==> src/rtl/game_pkg.sv <==
`default_nettype none
// ============================================================================
// Package     : game_pkg
// Description : Shared key codes, page codes, opcodes, directions and the
//               state-pack helper for the battle sequencer.
// Revision    : 1.0 - initial release
// ============================================================================
package game_pkg;

    // Key codes delivered by the keyboard decoder
    localparam logic [3:0] c_key_none  = 4'd0;
    localparam logic [3:0] c_key_w     = 4'd1;
    localparam logic [3:0] c_key_d     = 4'd2;
    localparam logic [3:0] c_key_s     = 4'd3;
    localparam logic [3:0] c_key_a     = 4'd4;
    localparam logic [3:0] c_key_space = 4'd5;

    // Page codes (upper nibble of state)
    typedef enum logic [3:0] {
        PAGE_MENU   = 4'h1,
        PAGE_WIN    = 4'h2,
        PAGE_LOSE   = 4'h3,
        PAGE_START  = 4'h8,
        PAGE_DODGE  = 4'h9,
        PAGE_ATTACK = 4'hA,
        PAGE_ACTION = 4'hB
    } page_t;

    // Player/bullet engine opcodes
    localparam logic [3:0] c_op_hpy = 4'h1;
    localparam logic [3:0] c_op_dpy = 4'h2;
    localparam logic [3:0] c_op_idg = 4'h3;
    localparam logic [3:0] c_op_sdg = 4'h4;
    localparam logic [3:0] c_op_mov = 4'h5;
    localparam logic [3:0] c_op_shp = 4'h6;

    // Movement directions carried in the MOV instruction
    localparam logic [7:0] c_dir_up    = 8'd0;
    localparam logic [7:0] c_dir_left  = 8'd1;
    localparam logic [7:0] c_dir_down  = 8'd2;
    localparam logic [7:0] c_dir_right = 8'd3;

    // Packs page and substage into the externally visible state byte
    function automatic logic [7:0] pack_state(input page_t page, input logic [3:0] sub);
        return {page, sub};
    endfunction

endpackage
`default_nettype wire

==> src/rtl/key_edge.sv <==
`default_nettype none
// ============================================================================
// Module      : key_edge
// Description : Registers the previous key code and produces one-cycle press
//               strobes for key codes 1..5 (new code seen this cycle).
// Revision    : 1.0 - initial release
// ============================================================================
module key_edge (
    input  logic       clk,
    input  logic       rst,
    input  logic [3:0] key,
    output logic [5:1] press
);

    logic [3:0] r_key_prev;

    // Remember last cycle's key so a held key only strobes once
    always_ff @(posedge clk) begin
        if (rst) begin
            r_key_prev <= 4'd0;
        end else begin
            r_key_prev <= key;
        end
    end

    genvar gi;
    generate
        for (gi = 1; gi <= 5; gi++) begin : g_press
            assign press[gi] = (key == 4'(gi)) && (r_key_prev != 4'(gi));
        end
    endgenerate

endmodule
`default_nettype wire

==> src/rtl/battle_controller.sv <==
`default_nettype none
// ============================================================================
// Module      : battle_controller
// Description : Game sequencer: MENU -> START -> DODGE -> ACTION -> ATTACK,
//               dodge-phase timing, action cursor, saturating monster damage,
//               WIN/LOSE detection and MOV instructions to the player engine.
// Revision    : 1.0 - initial release
// ============================================================================
module battle_controller #(
    parameter int unsigned MON_HP_MAX  = 100,
    parameter int unsigned HP_W        = 8,
    parameter int unsigned DODGE_TICKS = 600,
    parameter int unsigned N_ACTIONS   = 4,
    parameter int unsigned TURN_W      = 8
) (
    input  logic              clk,
    input  logic              rst,
    input  logic [3:0]        key,
    input  logic              tick,
    input  logic              is_death,
    input  logic              atk_pass,
    input  logic [HP_W-1:0]   dmg_mon,
    output logic [7:0]        state,
    output logic [15:0]       player_instr,
    output logic              instr_valid,
    output logic [HP_W-1:0]   mon_dmg,
    output logic [TURN_W-1:0] turn,
    output logic              game_over
);

    import game_pkg::*;

    localparam int unsigned     CNT_W         = (DODGE_TICKS > 1) ? $clog2(DODGE_TICKS) : 1;
    localparam logic [CNT_W-1:0] c_cnt_load    = CNT_W'(DODGE_TICKS - 1);
    localparam logic [3:0]       c_cursor_last = 4'(N_ACTIONS - 1);
    localparam logic [HP_W:0]    c_hp_max      = (HP_W+1)'(MON_HP_MAX);

    page_t              r_page, w_page_nxt;
    logic [3:0]         r_sub, w_sub_nxt;
    logic [CNT_W-1:0]   r_cnt;
    logic [HP_W-1:0]    r_mon_dmg;
    logic [TURN_W-1:0]  r_turn;
    logic [15:0]        r_instr;
    logic               r_valid;

    logic [5:1]         w_press;
    logic               w_unused_press;
    logic               w_load_cnt, w_turn_inc, w_clr_score, w_mov_en, w_acc;
    logic               w_is_move, w_kill;
    logic [7:0]         w_dir;
    logic [HP_W:0]      w_sum;
    logic [HP_W-1:0]    w_sum_sat;

    key_edge u_key_edge (
        .clk   (clk),
        .rst   (rst),
        .key   (key),
        .press (w_press)
    );

    // W and S presses are only meaningful to the menu screens of other blocks
    assign w_unused_press = w_press[c_key_w] ^ w_press[c_key_s];

    // Decode movement keys (level-sensitive) into a direction
    always_comb begin
        w_is_move = 1'b1;
        w_dir     = c_dir_up;
        case (key)
            c_key_w: w_dir = c_dir_up;
            c_key_a: w_dir = c_dir_left;
            c_key_s: w_dir = c_dir_down;
            c_key_d: w_dir = c_dir_right;
            default: w_is_move = 1'b0;
        endcase
    end

    // Damage sum with one extra bit so overflow is visible for clamping and the kill test
    assign w_sum     = {1'b0, r_mon_dmg} + {1'b0, dmg_mon};
    assign w_sum_sat = w_sum[HP_W] ? {HP_W{1'b1}} : w_sum[HP_W-1:0];
    assign w_kill    = (w_sum >= c_hp_max);
    assign w_acc     = (r_page == PAGE_ATTACK) && atk_pass;

    // Page FSM next-state and datapath control
    always_comb begin
        w_page_nxt  = r_page;
        w_sub_nxt   = r_sub;
        w_load_cnt  = 1'b0;
        w_turn_inc  = 1'b0;
        w_clr_score = 1'b0;
        w_mov_en    = 1'b0;
        case (r_page)
            PAGE_MENU: begin
                if (w_press[c_key_space]) begin
                    w_page_nxt  = PAGE_START;
                    w_sub_nxt   = 4'd0;
                    w_clr_score = 1'b1;
                end
            end
            PAGE_START: begin
                w_page_nxt = PAGE_DODGE;
                w_sub_nxt  = 4'd0;
                w_load_cnt = 1'b1;
            end
            PAGE_DODGE: begin
                if (is_death) begin
                    w_page_nxt = PAGE_LOSE;
                    w_sub_nxt  = 4'd0;
                end else if (tick && (r_cnt == '0)) begin
                    w_page_nxt = PAGE_ACTION;
                    w_sub_nxt  = 4'd0;
                end else begin
                    w_mov_en = w_is_move;
                end
            end
            PAGE_ACTION: begin
                if (is_death) begin
                    w_page_nxt = PAGE_LOSE;
                    w_sub_nxt  = 4'd0;
                end else if (w_press[c_key_d]) begin
                    w_sub_nxt = (r_sub == c_cursor_last) ? 4'd0 : r_sub + 4'd1;
                end else if (w_press[c_key_a]) begin
                    w_sub_nxt = (r_sub == 4'd0) ? c_cursor_last : r_sub - 4'd1;
                end else if (w_press[c_key_space]) begin
                    w_sub_nxt = 4'd0;
                    if (r_sub == 4'd0) begin
                        w_page_nxt = PAGE_ATTACK;
                    end else begin
                        w_page_nxt = PAGE_DODGE;
                        w_load_cnt = 1'b1;
                        w_turn_inc = 1'b1;
                    end
                end
            end
            PAGE_ATTACK: begin
                // A killing blow outranks a simultaneous player death
                if (atk_pass && w_kill) begin
                    w_page_nxt = PAGE_WIN;
                    w_sub_nxt  = 4'd0;
                end else if (is_death) begin
                    w_page_nxt = PAGE_LOSE;
                    w_sub_nxt  = 4'd0;
                end else if (atk_pass) begin
                    w_page_nxt = PAGE_DODGE;
                    w_sub_nxt  = 4'd0;
                    w_load_cnt = 1'b1;
                    w_turn_inc = 1'b1;
                end
            end
            PAGE_WIN, PAGE_LOSE: begin
                if (w_press[c_key_space]) begin
                    w_page_nxt = PAGE_MENU;
                    w_sub_nxt  = 4'd0;
                end
            end
            default: begin
                w_page_nxt = PAGE_MENU;
                w_sub_nxt  = 4'd0;
            end
        endcase
    end

    // Page/substage state register
    always_ff @(posedge clk) begin
        if (rst) begin
            r_page <= PAGE_MENU;
            r_sub  <= 4'd0;
        end else begin
            r_page <= w_page_nxt;
            r_sub  <= w_sub_nxt;
        end
    end

    // Dodge-phase tick counter; reload wins over any coincident tick
    always_ff @(posedge clk) begin
        if (rst) begin
            r_cnt <= '0;
        end else if (w_load_cnt) begin
            r_cnt <= c_cnt_load;
        end else if ((r_page == PAGE_DODGE) && tick && (r_cnt != '0)) begin
            r_cnt <= r_cnt - 1'b1;
        end
    end

    // Saturating monster damage accumulator
    always_ff @(posedge clk) begin
        if (rst || w_clr_score) begin
            r_mon_dmg <= '0;
        end else if (w_acc) begin
            r_mon_dmg <= w_sum_sat;
        end
    end

    // Saturating completed-turn counter
    always_ff @(posedge clk) begin
        if (rst || w_clr_score) begin
            r_turn <= '0;
        end else if (w_turn_inc && (r_turn != {TURN_W{1'b1}})) begin
            r_turn <= r_turn + 1'b1;
        end
    end

    // MOV instruction register; the word holds its last value when not moving
    always_ff @(posedge clk) begin
        if (rst) begin
            r_instr <= 16'h0000;
            r_valid <= 1'b0;
        end else begin
            r_valid <= w_mov_en;
            if (w_mov_en) begin
                r_instr <= {c_op_mov, w_dir, 4'h0};
            end
        end
    end

    assign state        = pack_state(r_page, r_sub);
    assign player_instr = r_instr;
    assign instr_valid  = r_valid;
    assign mon_dmg      = r_mon_dmg;
    assign turn         = r_turn;
    assign game_over    = (r_page == PAGE_WIN) || (r_page == PAGE_LOSE);

endmodule
`default_nettype wire

==> config.mk <==
export PLATFORM = sky130hd
export DESIGN_NAME = battle_controller
export DESIGN_NICKNAME = d
export VERILOG_FILES = /design/src/rtl/game_pkg.sv /design/src/rtl/key_edge.sv /design/src/rtl/battle_controller.sv
export SDC_FILE = /design/constraint.sdc
export NUM_CORES = 1
export LEC_CHECK = 0
export ABC_AREA = 0
export CORE_ASPECT_RATIO = 0.75
export CORE_MARGIN = 3
export CORE_UTILIZATION = 30
export CTS_CLUSTER_SIZE = 16
export DETAILED_ROUTE_END_ITERATION = 12
export SYNTH_ARGS = -nofsm -noshare
export SYNTH_HDL_FRONTEND = slang
export SYNTH_HIERARCHICAL = 1
export SYNTH_SLANG_ARGS = --single-unit
==> constraint.sdc <==
create_clock -name clk -period 2.51 [get_ports clk]
set_clock_uncertainty 0.2 [all_clocks]
set_input_delay 0.502 -clock clk [delete_from_list [all_inputs] [get_ports clk]]
set_output_delay 0.502 -clock clk [all_outputs]
set_load 0.01 [all_outputs]
Word level (Yosys, flattened, before mapping)
Cells that the tools add are included.

Flip-flop bits (word level): 48. Latch bits: 0. Bits in writable memories: 0. Bits in read-only memories: 0. Output and inout bits: 42. Logic and storage cells: 105. Memories kept: 0.

$add $sub $neg: 5. Multiply operators: 0. Divide/modulo/power cells: 0. Magnitude comparators: 1. Equality and inequality tests: 24. Shift operators: 0. Mux-type cells: 45. Bitwise operators: 0. Reduce and logical (&&, ||, !) cells: 21.

Operators by type and width (number): $mux W4 (22); $pmux W4 S6 (1); $eq A4 B2 Y1 const B (5); $mux W10 (2); $eq A4 B4 Y1 const B (4); $pmux W4 S4 (1); $mux W1 (14); $ne A4 B3 Y1 const B (3); $logic_not A10 Y1 (1); $reduce_bool A10 Y1 (1); $sub A10 B1 Y10 const B (1); $add A8 B8 Y9 (1); $ge A9 B7 Y1 const B (1); $logic_and A1 B1 Y1 (9); $ne A3 B3 Y1 const B (3); $add A8 B1 Y8 const B (1); $eq A4 B1 Y1 const B (2); $eq A4 B3 Y1 const B (2); $mux W8 (1); $ne A8 B8 Y1 const B (1); $reduce_and A7 Y1 (1); $pmux W2 S3 (1); $add A4 B1 Y4 const B (1); $logic_not A4 Y1 (1); other kinds (13) (16).

Logic depth before layout (Yosys ltp)
Gate-level depths: netlist of run 1.

Depth in word-level cells: 8. Gate-level depth with buffers: 11.

By module
Netlist of run 1, hierarchy kept.

Modules (own cells, without submodules): battle_controller (instances 1, cells each 312, area each 2542.4 um2, seq. area each 740.7 um2); key_edge (instances 1, cells each 22, area each 221.5 um2, seq. area each 80.1 um2).

Least setup slack after synthesis of run 1
No wires, ideal clock.

Path kind: input port to flip-flop. Start: input port dmg_mon[4]. End: register r_turn[0] (netlist: turn[0]). Setup time: 0.072 ns. Arrival time: 2.431 ns. Required time: 2.238 ns. Slack: -0.193 ns. Stages: 8. Buffers on the path: 0. Path through: ha_1 > and3_1 > a221o_1 > a21oi_2 > xor2_1 > o2111ai_2 > a21boi_2 > mux2i_1.

Cells in the longest elaborated chain, start to end: 6.

RTL lines: start, declared (RTL line battle_controller.sv:22) `input logic [HP_W-1:0] dmg_mon,`; $add A8 B8 Y9 (RTL line battle_controller.sv:78) `assign w_sum = {1'b0, r_mon_dmg} + {1'b0, dmg_mon};`; $ge A9 B7 Y1 (RTL line battle_controller.sv:80) `assign w_kill = (w_sum >= c_hp_max);`; $logic_and A1 B1 Y1 (RTL line battle_controller.sv:136) `if (atk_pass && w_kill) begin`; $mux W1 (RTL line battle_controller.sv:136); $pmux W1 S2 (RTL line battle_controller.sv:91) `case (r_page)`; $logic_and A1 B1 Y1 (RTL line battle_controller.sv:197) `end else if (w_turn_inc && (r_turn != {TURN_W{1'b1}})) begin`; end signal, assigned (RTL line battle_controller.sv:198) `r_turn <= r_turn + 1'b1;`; end, declared (RTL line battle_controller.sv:42) `logic [TURN_W-1:0] r_turn;`.

Every way passes these cells. A chain may end at the register's enable or synchronous reset.

Final worst setup path of run 1
Start: register r_mon_dmg[0] (netlist: mon_dmg[0]). End: register r_cnt[7].

Cells in the longest elaborated chain, start to end: 6.

RTL lines: start, declared (RTL line battle_controller.sv:41) `logic [HP_W-1:0] r_mon_dmg;`; start signal, assigned (RTL line battle_controller.sv:189) `r_mon_dmg <= w_sum_sat;`; $add A8 B8 Y9 (RTL line battle_controller.sv:78); $ge A9 B7 Y1 (RTL line battle_controller.sv:80); $logic_and A1 B1 Y1 (RTL line battle_controller.sv:136); $mux W1 (RTL line battle_controller.sv:136); $pmux W1 S3 (RTL line battle_controller.sv:91); $reduce_or A2 Y1 (no line); end signal, assigned (RTL line battle_controller.sv:178) `r_cnt <= c_cnt_load;`; end signal, assigned (RTL line battle_controller.sv:180) `r_cnt <= r_cnt - 1'b1;`; end, declared (RTL line battle_controller.sv:40) `logic [CNT_W-1:0] r_cnt;`.

Every way passes these cells.

==> impl_metrics.tcl, run 1 <==
set metrics [dict create \
    outcome "finished, violations left" \
    violations "negative setup slack" \
    setup_slack_ns -0.123 \
    worstPathMaxFanout 4 \
    ant_nets 0 \
    cts_tree "yes" \
    criticalPathCategory "register to register" \
    dp_cells 524 \
    routed_wl_um 7940 \
    tightest_slew_ns 0.514 \
    ir_worst_vdd_uv 271 \
    grt_max_degree 26 \
    core-area_sq_um 8640 \
    critPathRequiredTime_ns 2.51 \
    end_kind "register" \
    cp-start-kind "register" \
    gp_congestion 0.830 \
    path_cells "ha_4 > inv_2 > fa_2 > nor2b_1 > o31a_1 > o22ai_2 > xor2_2 > buf_4 > o2111ai_4 > buf_6 > nand2_4 > nor4_2" \
    pre_cts_ws_ns -0.802 \
    timing.rr.start "mon_dmg[0]" \
    grt_pass1_wl_um 12600 \
    cp_num_buf_inv 3 \
    antenna_cells 0 \
    r2r-end "r_cnt[7]" \
    r2r_cells 12 \
    crit_family "compound AO/OA/AOI/OAI gates" \
    hold_violations 0 \
    num_io_pins 59 \
    critPathMaxStageDelay_ns 0.35 \
    slowest_stage "dfxtp_2" \
    insertion_delay_ns 0.29 \
    vias 2785 \
    ys_warn_count 6 \
    postSynthAreaPerCell_sq_um 8.27 \
    p_total_uw 1780 \
    hp-start "player_instr[5]" \
    grt_pass1_vias 2583 \
    drv_cap 0 \
    rsz0062_at_grt "yes" \
    power_density_nw_per_um2 423 \
    fp.dieW_um 116 \
    reg2reg_slack_ns -0.12 \
    die_area_sq_um 10300 \
    grt_antenna_before_repair 0 \
    synth_cells 329 \
    area_delta_synth_final_pct 54.9 \
    cp.arrival_ns 2.64 \
    syn_area_sq_um 2720 \
    overflow 0 \
    cts_buffer_depth 2 \
    critPathLaunch "mon_dmg[0]" \
    drc 0 \
    period_share 1.05 \
    n_fill_cell 815 \
    drt_iter0_markers 121 \
    cts_buffers 5 \
    wire_per_inst_um 14.4 \
    max_freq_mhz 380 \
    fin_util 0.488 \
    slew_violations 0 \
    slew_headroom 0.653 \
    setup_tns_ns -0.915 \
    period_needed_ns 2.63 \
    leakage_uw 0.00170 \
    clkTransAtPathRegs_ns 0.06 \
    io_buffers 45 \
    cp.depth 12 \
    track_usage 0.154 \
    routed_via_density 5.05 \
    die_y_um 88.5 \
    clkSinkCount 41 \
    num_rows 29 \
    start_util 0.315 \
    finalNonFillerCells 552 \
    htree_levels 2 \
    final_layout_size_suffix_gt1_frac 0.318 \
    post-dp-hpwl_um 5620 \
    setup_viol 19 \
    hold_path_class "register to register" \
    worstSetupEndpoint "r_cnt[7]" \
    hold_buffers 0 \
    final_nets 474 \
    root_buffer "clkbuf_16" \
    drt-pass1-iter-count 4 \
]
-- layer usage --
layer,track usage,part of all wire,vias to the layer above
met1,0.215,0.49,1348
met3,0.0369,0.032,4
met4,0.0390,0.0082,0
li1,-,-,1398
met5,0,0,-
met2,0.238,0.47,35
-- stage by stage --
stage	area [sq um]	hold WS, ns
final	4210	0.260
after global routing	4210	0.281
after CTS	4020	0.262
after detailed placement	3710	0.253
after global placement	3710	0.247
after floorplan	2880	0.276
-- cells in the final DEF, fill, tap and decap left out, drive strengths merged, types with 6 or more instances in the layout --
master	count
buf	77
nor4	7
nand2b	7
inv	19
clkdlybuf4s50	35
nand4	11
o21ai	20
ha	13
nor3	6
xnor2	8
dfxtp	41
nand2	23
mux2i	8
nor4b	6
nor2	24
nor2b	14
a21oi	33
conb	13
xor2	7
-- final cells by class --
type                            count  area [sq um]  area share
Clock buffer                        5           125      0.0297
Clock inverter                      3          65.1      0.0154
Inverter                           19          71.3      0.0169
Multi-Input combinational cell    259          2000       0.474
Sequential cell                    41           827       0.196
Tap cell                          108           135      0.0321
Timing Repair Buffer              117           992       0.236
-- flip-flops by register name (all words and copies together), names as in the netlist --
register and cells:
player_instr 3, turn 8, mon_dmg 8, u_key_edge/r_key_prev 4
instr_valid 1, r_page 3, r_sub 4, r_cnt 10
-- worst min-delay path by stage --
stage | to | depth (start not counted) | slack, ns
after floorplan | player_instr[5] | 2 | 0.28
after global placement | player_instr[5] | 2 | 0.25
after detailed placement | player_instr[5] | 2 | 0.25
after CTS | player_instr[5] | 2 | 0.26
after global routing | player_instr[5] | 2 | 0.28
final | player_instr[5] | 2 | 0.26
-- power by group --
| part | switching [uW] | internal, uW |
|---|---|---|
| logic | 131 | 135 |
| clock network | 268 | 568 |
| registers | 19.7 | 661 |
| total | 419 | 1360 |
-- timing repair --
action	in CTS	in global routing
setup buffers	10	11
endpoints found under the setup margin	29	24
pin swaps	24	12
gates resized for setup	42	23
-- worst register-to-register path: stages (launching register included) --
cell	delay, ns
dfxtp_2	0.35
ha_4	0.14
inv_2	0.03
fa_2	0.33
nor2b_1	0.14
o31a_1	0.17
o22ai_2	0.10
xor2_2	0.17
buf_4	0.17
o2111ai_4	0.29
buf_6	0.15
nand2_4	0.07
nor4_2	0.24
(Power assumes the default switching activity.)
==> run 2: changes to the inputs <==
--- a/config.mk
+++ b/config.mk
@@ -7,10 +7,11 @@
 export LEC_CHECK = 0
 export ABC_AREA = 0
 export CORE_ASPECT_RATIO = 0.75
-export CORE_MARGIN = 3
+export CORE_MARGIN = 10
 export CORE_UTILIZATION = 30
 export CTS_CLUSTER_SIZE = 16
 export DETAILED_ROUTE_END_ITERATION = 12
+export GPL_ROUTABILITY_DRIVEN = 1
 export SYNTH_ARGS = -nofsm -noshare
 export SYNTH_HDL_FRONTEND = slang
 export SYNTH_HIERARCHICAL = 1
==> run 2 against run 1 <==
Against the previous run:
- the run still ends with negative setup slack left
- cell area shrank 1.8%
- register-to-register slack improved by 0.10 ns
- fmax increased by 3.9%
- utilization shrank 0.85 points
- worst setup slack gained 0.10 ns
- largest power group unchanged
==> impl_metrics.tcl, run 2 (same netlist as run 1, synthesis figures left out) <==
set metrics [dict create \
    outcome "finished, violations left" \
    violations "negative setup slack" \
    path_cells "buf_2 > ha_4 > inv_2 > fa_2 > nor2b_2 > o31a_1 > buf_4 > o211ai_1 > and3_4 > o2111a_2 > o21ai_2 > a221oi_2" \
    vias 2725 \
    wire_per_inst_um 15.1 \
    regMostFlops "r_cnt" \
    critPathMaxStageDelay_ns 0.29 \
    grt_antenna_before_repair 0 \
    die_y_um 102 \
    critPathRequiredTime_ns 2.51 \
    setup_tns_ns -0.0278 \
    hold_violations 0 \
    routed_via_density 5.02 \
    cp-start-kind "primary input" \
    core-area_sq_um 8640 \
    io_buffers 45 \
    cts_buffer_depth 2 \
    multiInputGateArea_sq_um 2020 \
    grt_pass1_wl_um 13300 \
    setup_viol 2 \
    insertion_delay_ns 0.29 \
    leakage_uw 0.00163 \
    drt-pass1-iter-count 4 \
    period_share 1.01 \
    gp_congestion 0.831 \
    layout_common_cells "buf_4, clkdlybuf4s50_1, dfxtp_1" \
    largest_register_ffs 10 \
    layout_commonest_cell "buf_4" \
    drt_iter0_markers 86 \
    drv_cap 0 \
    final_cell_area_sq_um 4140 \
    htree_levels 2 \
    slowest_stage "o2111a_2" \
    slew_violations 0 \
    worstPathMaxFanout 5 \
    hold_buffers 0 \
    drc 0 \
    num_rows 29 \
    clkSinkCount 41 \
    routed_wl_um 8200 \
    clkTransAtPathRegs_ns 0.06 \
    final_nets 465 \
    grt_max_degree 26 \
    ir_worst_vdd_uv 259 \
    root_buffer "clkbuf_16" \
    end_kind "register" \
    die_area_sq_um 13300 \
    cts_tree "yes" \
    hold_path_class "register to register" \
    rsz0062_at_grt "yes" \
    criticalPathCategory "primary input to register" \
    max_freq_mhz 395 \
    num_io_pins 59 \
    fp.dieW_um 130 \
    cts_buffers 5 \
    grt_pass1_vias 2779 \
    tightest_slew_ns 0.508 \
    pre_cts_ws_ns -0.769 \
    overflow 0 \
    post-dp-hpwl_um 6020 \
    n_fill_cell 854 \
    setup_slack_ns -0.0231 \
    final_layout_size_suffix_gt1_frac 0.317 \
    antenna_cells 0 \
    period_needed_ns 2.53 \
    seq_area_sq_um 828 \
    track_usage 0.122 \
    power_density_nw_per_um2 414 \
    start_util 0.315 \
    slew_headroom 0.657 \
    dpl_cell_area_sq_um 3720 \
    area_delta_synth_final_pct 52.2 \
    cp.arrival_ns 2.53 \
    ant_nets 0 \
]
[run 2: critical path, delay by kind of cell]
| kind | cells | cell delay, ns |
|---|---|---|
| fa+ha+maj | 2 | 0.35 |
| simple gates | 2 | 0.29 |
| buf+inv | 3 | 0.30 |
| compound gates | 5 | 1.08 |
[run 2: per-stage QoR]
stage / util / total power (uW) / std cells / hold slack [ns]
floorplan: - / 837 / 341 / 0.276
global placement: 0.431 / 935 / 525 / 0.247
detailed placement: 0.431 / 938 / 525 / 0.251
CTS: 0.461 / 1710 / 542 / 0.261
global route: 0.479 / 1770 / 543 / 0.289
finish: 0.479 / 1720 / 543 / 0.256
[run 2: area by class of cell]
type,count,area share
timing repair buffer,108,0.219
multi-input combinational,259,0.489
sequential,41,0.200
clock inverter,1,0.00726
inverter,19,0.0172
tap,108,0.0326
clock buffer,7,0.0345
[run 2: worst paths after layout]
kind / to / from / slack (ns) / depth (start not counted)
setup / recovery: turn[2] / dmg_mon[0] / -0.02 / 12
hold / removal: player_instr[5] / player_instr[5] / 0.26 / 2
setup reg to reg: turn[2] / mon_dmg[0] / -0.02 / 11
hold reg to reg: player_instr[5] / player_instr[5] / 0.26 / 2
[run 2: per-layer routing]
metal	wire [um]	track usage	vias to the layer above
met5	0	0	-
met3	368	0.0243	7
met4	127	0.0466	0
met1	3820	0.156	1297
met2	3890	0.197	49
li1	-	-	1372
[run 2: what timing repair did]
item,CTS,global route
pin swaps,22,13
buffers inserted,9,1
endpoints found under the setup margin,29,23
resized for setup,35,35
hold endpoints to repair,0,0
[run 2: report_power, final]
group / total (uW) / switching (uW) / internal (uW)
clock network: 757 / 260 / 497
logic: 278 / 136 / 141
registers: 681 / 20.0 / 661
